<file path="config.mk">
export PLATFORM = sky130hd
export DESIGN_NAME = ifetch_queue
export DESIGN_NICKNAME = d
export VERILOG_FILES = /design/src/rtl/ifetch_queue.sv
export SDC_FILE = /design/constraint.sdc
export NUM_CORES = 1
export LEC_CHECK = 0
export ABC_CLOCK_PERIOD_IN_PS = 4350
export BUFFER_PORTS_ARGS = -buffer_cell sky130_fd_sc_hd__clkbuf_2
export CAP_MARGIN = 20
export CORE_AREA = 2 2 120 122
export DETAILED_ROUTE_END_ITERATION = 12
export DIE_AREA = 0 0 122 124
export PLACE_DENSITY_LB_ADDON = 0.1
export SLEW_MARGIN = 25
export SYNTH_ARGS = -nofsm -noshare
export SYNTH_HDL_FRONTEND = slang
export SYNTH_SLANG_ARGS = --single-unit
</file>
<file path="constraint.sdc">
create_clock -name clk -period 4.35 [get_ports clk]
set_input_delay 0.87 -clock clk [delete_from_list [all_inputs] [get_ports clk]]
set_output_delay 0.87 -clock clk [all_outputs]
set_load 0.02 [all_outputs]
</file>
<file path="src/rtl/ifetch_queue.sv">
// rtl/ifetch_queue.sv - instruction fetch engine with a small FWFT queue toward decode
module ifetch_queue #(
    parameter int DEPTH = 2
) (
    input  logic        clk,
    input  logic        rst,
    input  logic [31:2] pc,
    output logic        pc_en,
    input  logic        flush,
    output logic        imem_req,
    output logic [31:2] imem_addr,
    input  logic        imem_ack,
    input  logic [31:0] imem_rdata,
    output logic        id_valid,
    input  logic        id_ready,
    output logic [31:0] id_instr,
    output logic [31:2] id_pc
);

    localparam int PW = $clog2(DEPTH);
    localparam int CW = PW + 1;

    typedef enum logic [1:0] {IDLE, BUSY, DROP} state_t;

    state_t          state, state_nxt;
    logic [PW-1:0]   wptr, rptr;
    logic [CW-1:0]   cnt, cnt_nxt;
    logic [31:0]     instr_mem [DEPTH];
    logic [31:2]     pc_mem    [DEPTH];
    logic            ack_busy, pop, push, space, issue;

    // Space is judged on the post-edge occupancy, so a push can never meet a full queue.
    always_comb begin
        ack_busy = (state == BUSY) && imem_ack;
        pop      = id_valid && id_ready;
        push     = ack_busy && !flush;
        cnt_nxt  = cnt + CW'(push) - CW'(pop);
        space    = cnt_nxt < CW'(DEPTH);
        issue    = !flush && space && ((state == IDLE) || ack_busy);
        pc_en    = !rst && (issue || flush);
    end

    always_comb begin
        state_nxt = state;
        case (state)
            IDLE: if (issue) state_nxt = BUSY;
            BUSY: begin
                if (imem_ack)   state_nxt = issue ? BUSY : IDLE;
                else if (flush) state_nxt = DROP;
            end
            DROP: if (imem_ack) state_nxt = IDLE;
            default: state_nxt = IDLE;
        endcase
    end

    always_ff @(posedge clk or posedge rst) begin
        if (rst) begin
            state     <= IDLE;
            imem_req  <= 1'b0;
            imem_addr <= '0;
        end else begin
            state    <= state_nxt;
            imem_req <= (state_nxt != IDLE);
            if (issue) imem_addr <= pc;
        end
    end

    // Flush wins over a concurrent pop or push.
    always_ff @(posedge clk or posedge rst) begin
        if (rst) begin
            cnt  <= '0;
            wptr <= '0;
            rptr <= '0;
        end else if (flush) begin
            cnt  <= '0;
            wptr <= '0;
            rptr <= '0;
        end else begin
            cnt <= cnt_nxt;
            if (push) wptr <= wptr + PW'(1);
            if (pop)  rptr <= rptr + PW'(1);
        end
    end

    always_ff @(posedge clk) begin
        if (push) begin
            instr_mem[wptr] <= imem_rdata;
            pc_mem[wptr]    <= imem_addr;
        end
    end

    assign id_valid = (cnt != '0);
    assign id_instr = instr_mem[rptr];
    assign id_pc    = pc_mem[rptr];

endmodule

</file>
; ---- Word-level counts from Yosys, hierarchy flattened
; Memories as Yosys holds them, arrays and structs flattened.
; Cells that the tools add are included.
[op_classes]
add_sub_neg = 4
order_cmp = 1
eq_ne = 2
mux = 13
reduce_logical = 15
[ops]
columns = op, count
row1 = two-way mux 2 bit, 5
row2 = nonzero test 2 bit, 4
row3 = two-way mux 1 bit, 7
row4 = logical AND 1 bit, 6
row5 = case mux 2 bit (3 select lines), 1
row6 = "adder 1 bit, second input constant", 2
row7 = adder 2 x 1 -> 2 bit, 1
row8 = "equality test 2 x 1 -> 1 bit, second input constant", 1
row9 = "equality test 2 bit, second input constant", 1
row10 = zero test 1 bit, 2
row11 = zero test 2 bit, 1
row12 = logical OR 1 bit, 2
row13 = "< comparator 2 bit, second input constant", 1
row14 = subtractor 2 x 1 -> 2 bit, 1
[word_totals]
regBits = 37
ram_bits = 124
inputBits = 67
elab_cells = 43
n_memories = 2
[mem_list]
columns = memory, words, word_bits, read_ports, rd_clocked_by_memory_dff, write_ports, line_no
row1 = instr_mem, 2, 32, 1, 0, 1, 28  ; logic [31:0] instr_mem [DEPTH];
row2 = pc_mem, 2, 30, 1, 0, 1, 29  ; logic [31:2] pc_mem [DEPTH];

; ---- Logic depth before layout (Yosys ltp)
; Gate-level depths: netlist of run 1.
[depth]
ltp_word = 12
mapped_depth = 10
ltp_nobuf = 8

; ---- Least setup slack after synthesis of run 1
; Ideal clock, no wire load.
[synth_timing]
kind = in2reg
start = in flush
end = mem instr_mem[0][0] (enable)
setup_ps = 482
arrival_ps = 4007
required_ps = 3868
slack_ps = -139
stages = 4
n_path_buf = 1
cell_sequence = clkbuf_2 nor2_1 nand3_1 nor2_1
[synth_via]
elab_chain_len = 4
[synth_rtl]
columns = item, line_no
row1 = start: declaration, 9  ; input logic flush,
row2 = zero test 1 bit, 36  ; push = ack_busy && !flush;
row3 = logical AND 1 bit, 36
row4 = two-way mux 1 bit, 86  ; if (push) begin
row5 = two-way mux 1 bit (implied by the code), 87  ; instr_mem[wptr] <= imem_rdata;
row6 = end: declaration, 28
; No other way between the ends.

; ---- Final worst setup path of run 1
[layout_timing]
start = in flush
end = out pc_en
[layout_via]
elab_chain_len = 9
[layout_rtl]
columns = item, line_no
row1 = zero test 1 bit, "36, 39"
row2 = logical AND 1 bit, 36
row3 = adder 2 x 1 -> 2 bit, 37  ; cnt_nxt = cnt + CW'(push) - CW'(pop);
row4 = subtractor 2 x 1 -> 2 bit, 37
row5 = < comparator 2 bit, 38  ; space = cnt_nxt < CW'(DEPTH);
row6 = logical AND 1 bit (2 in series), 39  ; issue = !flush && space && ((state == IDLE) || ack_busy);
row7 = logical OR 1 bit (*), 40  ; pc_en = !rst && (issue || flush);
row8 = logical AND 1 bit (*), 40
row9 = end: declaration, 8  ; output logic pc_en,
; Mark *: on every way between the ends. The rest lies on a longest branch, timed or not.

==> results.md, run 1 <==
- DR WL/cell: between 15 and 20 µm
- CTS tree: yes
- Ant. Diodes: 0
- Synthesis Warnings: 0
- Final critical-path required period: ~3.7 ns
- CTS clk-pin slew, worst paths: 0.06 ns
- Combinational Power Share: 28.1%
- Post-cts sizing count: 0
- Max Clock Skew: ~0.0068 ns
- Synth Area per Inst: about 21 µm²
- Area of placed instances: around 7000 µm²
- Top Ports: between 150 and 200
- Area contributors post-synth: edfxtp_1 61%, dfrtp_1 15%, mux2_2 11%, mux2_4 7.4%, buf_6 0.55%
- Largest net degree at the start of global routing: 54
- First-pass GRT wire length: 16340 µm
- Final Hold Viols: 0
- Multi-input logic area: between 1000 and 1500 µm²
- Post-synth cell types: 29
- Critical-path cell list: clkbuf_2 > nor2_1 > nand3_1 > ha_1 > inv_1 > ha_1 > xnor3_2 > a32o_1 > clkbuf_2
- Final-report setup violation count: 0
- Synth top area share: between 60 and 70%
- IO Port Bufs: around 160
- Buf/Inv on CP: 3
- Met1 Use GR: a little under a fifth
- DRC: 0
- CP Data Arrival Time: 2.82 ns
- Max-slew violations: 0
- Routed wire length: around 11000 µm
- CP Data Required Time: 3.48 ns
- Later-pin clock latency in the skew report: roughly 0.4 ns
- Final Util: about 56%
- Vias in the first global route: around 3200
- Leak: roughly 3.1 nW
- Status: completed
- Sequential share of power: 43.0%
- Initial core utilization: 44.41%
- CTS Sinks: between 150 and 200
- Unrepaired setup endpoints after global routing: no
- Primary FF master, synth: edfxtp_1
- Post-synth EDFFs: about 120
- Initial antenna violation count: 0
- Slowest-stage cell, CP: ha_1
- Most frequent cells after synthesis: 124 x edfxtp_1, 62 x mux2_2, 37 x dfrtp_1, 30 x mux2_4
- Sequential cell area fraction in the yosys report: around 76%
- Top-count cell post-synth: edfxtp_1
- Row cnt: 43
- GP Congestion: ~0.72
- PwrDens: ~660 nW/µm²
- Root Buffer: clkbuf_16
- Cell internal pwr: around 3.6 mW
- FILL cells: around 1100
- GR Layer Usage met3: approximately 5.2%
- Max_slew headroom: 47.46%
- Drt via density: roughly 4.8
- P_sw: ~1.5 mW
- Total number of vias: between 3000 and 4000
- Fin cells: 663
- # nets final: about 540
- Max incr delay on CP: roughly 0.36 ns
- DRT iter0 DRCs: about 150
- Post-route setup slack: around 0.66 ns
- Tcrit/Tclk final: between 80 and 90%
- GRT Residual Overflow: 0
- CTS buffer count: 17
- TNS Setup: 0 ns
- All-layer global routing usage: roughly 15%
- Syn_nets: 365
- Max Root-Sink Buffers: 2
- Max-cap violations: 0
- Critical setup path kind: in -> out
- Kind of start point of the critical path: input pin
- Seq cells post-synth: about 160
- Crit path max fanout: 8
- Chip Height: 124 µm
- Final HPWL from detailed placement: around 7000 µm
- H-tree levels: 4
- Worst slew pin tran: about 0.79 ns
- Largest delay contributor family on the critical path: simple AND/OR/NAND/NOR gates
- Post-Place Cells: about 630
- Post-CTS Setup Bufs: 0
- Hold buffers post-CTS: 0
- Async set or reset register ratio after synthesis: between 20% and 30%
- DRT Pass-1 Iters: 4
- GR Util met2: a little under a quarter
- Max VDD drop: approximately 0.00043 V
- Fmax: about 0.27 GHz
- Worst hold path type: reg -> reg
- Syn Inst Count: 296
- Post-Syn Area: just over 6000 µm²
- Yosys top cell by area: edfxtp_1
- Die width: between 100 and 150 µm
- Core area: between 10000 and 15000 µm²
- Fin area: about 7700 µm²
- Setup WS pre-CTS: roughly 0.66 ns
- GR peak layer: met2
- Reg area: between 4000 and 5000 µm²
- Post-route ant nets: 0
- Critical Path End Type: primary output
- Sw Ratio: ~30%
- Die Area: ~15000 µm²
- Area Overhead vs Synth: 26.90%
- Part of the power in the clock network: 28.9%
- Share of layout cells above drive strength 1: between 60 and 70%
power by group through the flow:
stage               Clock [mW]  Combinational (mW)  Sequential [mW]
finish                    1.48                1.44             2.21
global route              1.58                1.54             2.24
CTS                       1.51                1.47             2.21
global placement             0                1.45             2.22
detailed placement           0                1.46             2.24
floorplan                    0               0.893             2.34
metal layers:
layer / vias to the layer above / part of all wire, %
li1: 1481 / -
met4: 0 / 1.4
met1: 1569 / 43
met2: 107 / 49
met5: - / 0
met3: 12 / 6.6
through the flow:
| stage | hold slack (ns) | power [mW] |
|---|---|---|
| 2_1_floorplan | 0.5111 | 3.237 |
| 3_3_place_gp | 0.4819 | 3.676 |
| 3_5_place_dp | 0.4868 | 3.701 |
| 4_1_cts | 0.5007 | 5.188 |
| 5_1_grt | 0.5104 | 5.359 |
| 6_report | 0.4983 | 5.129 |
sequential cells by signal (all words and copies together) (netlist names):
| signal | cells |
|---|---|
| instr_mem | 64 |
| pc_mem | 60 |
| imem_addr | 30 |
| cnt | 2 |
| state | 2 |
| imem_req | 1 |
| rptr | 1 |
| wptr | 1 |
placed cells by master (no fill, tap or decap), types with 3 or more instances in the layout:
cell | synthesis | final
mux2_4 | 30 | 30
dfrtp_1 | 37 | 36
clkinv_2 | 0 | 3
buf_4 | 0 | 3
mux2_2 | 62 | 62
edfxtp_1 | 124 | 124
clkbuf_16 | 0 | 19
clkbuf_1 | 1 | 4
nor2_1 | 6 | 4
clkbuf_2 | 1 | 161
kinds of logic (layout without fill, tap and decap cells):
kind of cell / Yosys count / after routing / synth area share [%]
flops: 161 / 161 / 76.30
mux: 92 / 92 / 18.85
simple gates: 19 / 19 / 1.869
buf+inv: 14 / 201 / 1.376
compound gates: 6 / 6 / 0.6571
fa+ha+maj: 2 / 2 / 0.4106
xor+xnor: 2 / 2 / 0.5339
final cells by class:
cell class / count / share of cell area, %
Clock inverter: 8 / 1.262
Multi-Input combinational cell: 121 / 17.78
Clock buffer: 24 / 6.521
Inverter: 3 / 0.1456
Tap cell: 180 / 2.913
Sequential cell: 161 / 60.15
Timing Repair Buffer: 166 / 11.23
final timing paths:
path                                from             to  slack, ns  depth (start not counted)
max in group asynchronous            rst           rptr       3.39                          3
min in group asynchronous            rst         cnt[0]       0.58                          3
hold / removal             imem_addr[29]  pc_mem[1][27]       0.50                          0
setup / recovery                   flush          pc_en       0.66                          9
setup reg to reg                state[1]  imem_addr[19]       1.31                          8
hold reg to reg            imem_addr[29]  pc_mem[1][27]       0.50                          0
worst reg2reg max path: cells and delay by family (launching register included):
kind                     cells  cell delay [ns]
adder cells (fa/ha/maj)      2             0.53
multiplexers                 1             0.51
flip-flops                   1             0.45
AND/OR/NAND/NOR              3             1.09
XOR/XNOR                     1             0.30
buffers and inverters        1             0.04
Power figures use the tool's default switching activity.
==> inputs of run 2 (changes only) <==
- ABC_CLOCK_PERIOD_IN_PS: 4350 -> 3300
- clock period: 4.35 -> 3.3 ns (I/O delays scaled with it)
==> run 2 against run 1 <==
Compared with the run above:
- global-route usage increased by 0.39 points
- sequential share of layout area decreased by 0.21 points
- wire length about the same
- sequential cell count unchanged
- largest cell class unchanged
==> results.md, run 2 (synthesis results as in run 1) <==
- Max-slew violations: 0 (unchanged)
- Area of placed instances: 7206 µm² (+1.1%)
- Top reg by flops: instr_mem
- Final critical-path required period: about 3 ns
- Max VDD drop: 0.0004650 V (+7.4%)
- Max Root-Sink Buffers: 2 (unchanged)
- Max_slew headroom: 61.86% (+14 points)
- Status: completed
- GRT Residual Overflow: 0 (unchanged)
- Crit path max fanout: 8 (unchanged)
- Post-cts sizing count: 0 (unchanged)
- P_sw: 2.022 mW (+32%)
- Leak: 3.144 nW (about the same)
- DRT iter0 DRCs: 154 (+4.1%)
- CP Data Arrival Time: 2.34 ns (-0.48 ns)
- DRC: 0 (unchanged)
- CTS Sinks: 161 (unchanged)
- Vias in the first global route: 3264 (+3.4%)
- FILL cells: 1129 (+1.4%)
- Combinational Power Share: 29.4% (+1.3 points)
- Cell internal pwr: 4.633 mW (+29%)
- All-layer global routing usage: 15.17% (+0.39 points)
- Sequential share of power: 43.1% (about the same)
- Largest registers: instr_mem x64, pc_mem x60, imem_addr x30
- Core area: 13720 µm² (unchanged)
- Sw Ratio: 30.39% (+0.47 points)
- Critical-path cell list: nor2_1 > nand3_1 > ha_1 > inv_1 > ha_1 > xnor3_2 > a32o_1 > clkbuf_2
- Hold buffers post-CTS: 0 (unchanged)
- PwrDens: 857.6 nW/µm² (+29%)
- Final Hold Viols: 0 (unchanged)
- Fin area: 7760 µm² (+0.36%)
- Critical Path End Type: primary output
- Worst R2R End: imem_addr[16]
- GP Congestion: 0.7407 (+2.8%)
- Post-route setup slack: 0.3016 ns (-0.3541 ns)
- Final HPWL from detailed placement: 7130 µm (+2.0%)
- H-tree levels: 4 (unchanged)
- CTS clk-pin slew, worst paths: 0.06 ns (about the same)
- Highest metal used: met4
- Tcrit/Tclk final: 90.86%
- Later-pin clock latency in the skew report: 0.41 ns (about the same)
- Ant. Diodes: 0 (unchanged)
- Total number of vias: 3171 (+0.063%)
- Max Clock Skew: 0.004406 ns (-0.002407 ns)
- IO Port Bufs: 161 (unchanged)
- CTS buffer count: 17 (unchanged)
- Buf/Inv on CP: 2 (-1)
- Post-Place Cells: 636 (+0.79%)
- Initial antenna violation count: 0 (unchanged)
- Critical setup path kind: reg -> out
- DR WL met3: 775 µm (+7.2%)
- Worst hold path type: in -> async
- Worst reg-to-reg setup slack: 0.90 ns (-0.41 ns)
- M1 WL: 4726 µm (about the same)
- R2R depth: 9 (+1)
- Worst slew pin tran: 0.5708 ns (-0.2173 ns)
- CTS tree: yes
- DR WL met2: 5225 µm (-2.4%)
- Max incr delay on CP: 0.45 ns (+0.09 ns)
- Post-CTS Setup Bufs: 0 (unchanged)
- Area Overhead vs Synth: 27.35%
- Routed wire length: 10940 µm (about the same)
- CP most frequent cell: ha_1
- # nets final: 544 (+0.93%)
- Max FFs per register: 64 (unchanged)
- Largest net degree at the start of global routing: 62 (+15%)
- Max-cap violations: 0 (unchanged)
- Chip Height: 124 µm (unchanged)
- Largest delay contributor family on the critical path: flip-flops
- Final-report setup violation count: 0 (unchanged)
- First-pass GRT wire length: 16610 µm (+1.6%)
- Top Ports: 162 (unchanged)
- Row cnt: 43 (unchanged)
- DR WL/cell: 16.38 µm (-0.81%)
- Kind of start point of the critical path: flop
- Most frequent cells in the layout: 161 x clkbuf_2, 124 x edfxtp_1, 62 x mux2_2
- Reg-to-Reg Start: state[1]
- Root Buffer: clkbuf_16
- Initial core utilization: 44.41% (unchanged)
- Drt via density: 4.747 (-0.69%)
- Die Area: 15130 µm² (unchanged)
- DRT Pass-1 Iters: 4 (unchanged)
- CP Data Required Time: 2.64 ns (-0.84 ns)
- Slowest-stage cell, CP: dfrtp_1
- Fmax: ~0.33 GHz
- Post-route ant nets: 0 (unchanged)
- Commonest non-fill, non-tap cell in the layout: clkbuf_2
- Setup WS pre-CTS: 0.3813 ns (-0.2795 ns)
- Fin cells: 668 (+0.75%)
- Share of layout cells above drive strength 1: 61.48% (+0.19 points)
- Unrepaired setup endpoints after global routing: no
- Part of the power in the clock network: 27.4% (-1.5 points)
- Die width: 122 µm (unchanged)
run 2: cell type report:
class | instances | area [µm²] | share of cell area [%]
sequential | 161 | 4651 | 59.93
multi-input combinational | 121 | 1375 | 17.72
timing repair buffer | 171 | 943.4 | 12.16
clock buffer | 20 | 436.7 | 5.627
tap | 180 | 225.2 | 2.902
clock inverter | 12 | 117.6 | 1.516
inverter | 3 | 11.26 | 0.1451
run 2: worst max-delay path by stage:
stage / start / end / slack [ns] / cells past startpoint
final: state[1] / pc_en / 0.30 / 8
after global routing: state[1] / pc_en / 0.16 / 8
after CTS: state[1] / pc_en / 0.27 / 8
after detailed placement: flush / pc_en / 0.38 / 9
after global placement: flush / pc_en / 0.43 / 9
after floorplan: flush / instr_mem[0][0] / -0.98 / 4
run 2: metrics by stage:
stage	hold slack [ns]	utilization, %	setup TNS [ns]	power (mW)
6_report	0.3841	56.56	0	6.655
4_1_cts	0.3876	56.56	0	6.747
2_1_floorplan	0.5111	-	-121.46	4.267
3_5_place_dp	0.4815	52.52	0	4.908
5_1_grt	0.4146	56.56	0	6.975
3_3_place_gp	0.4780	52.52	0	4.867
run 2: metal layers:
layer,GRT usage [%],vias up
met1,18.47,1553
met5,0,-
li1,-,1497
met3,5.220,16
met4,6.753,0
met2,24.62,105
run 2: power by group through the flow:
stage | logic [mW] | registers, mW | clock network (mW)
2_1_floorplan | 1.18 | 3.09 | 0
3_3_place_gp | 1.98 | 2.89 | 0
3_5_place_dp | 1.99 | 2.91 | 0
4_1_cts | 2.00 | 2.88 | 1.87
5_1_grt | 2.10 | 2.92 | 1.95
6_report | 1.96 | 2.87 | 1.83
run 2: worst reg2reg max path: cells and delay by family, from the launching register on:
kind	cells	cell delay (ns)
simple gates	3	0.37
buf+inv	2	0.37
xor+xnor	1	0.31
mux	1	0.35
flops	1	0.45
fa+ha+maj	2	0.43
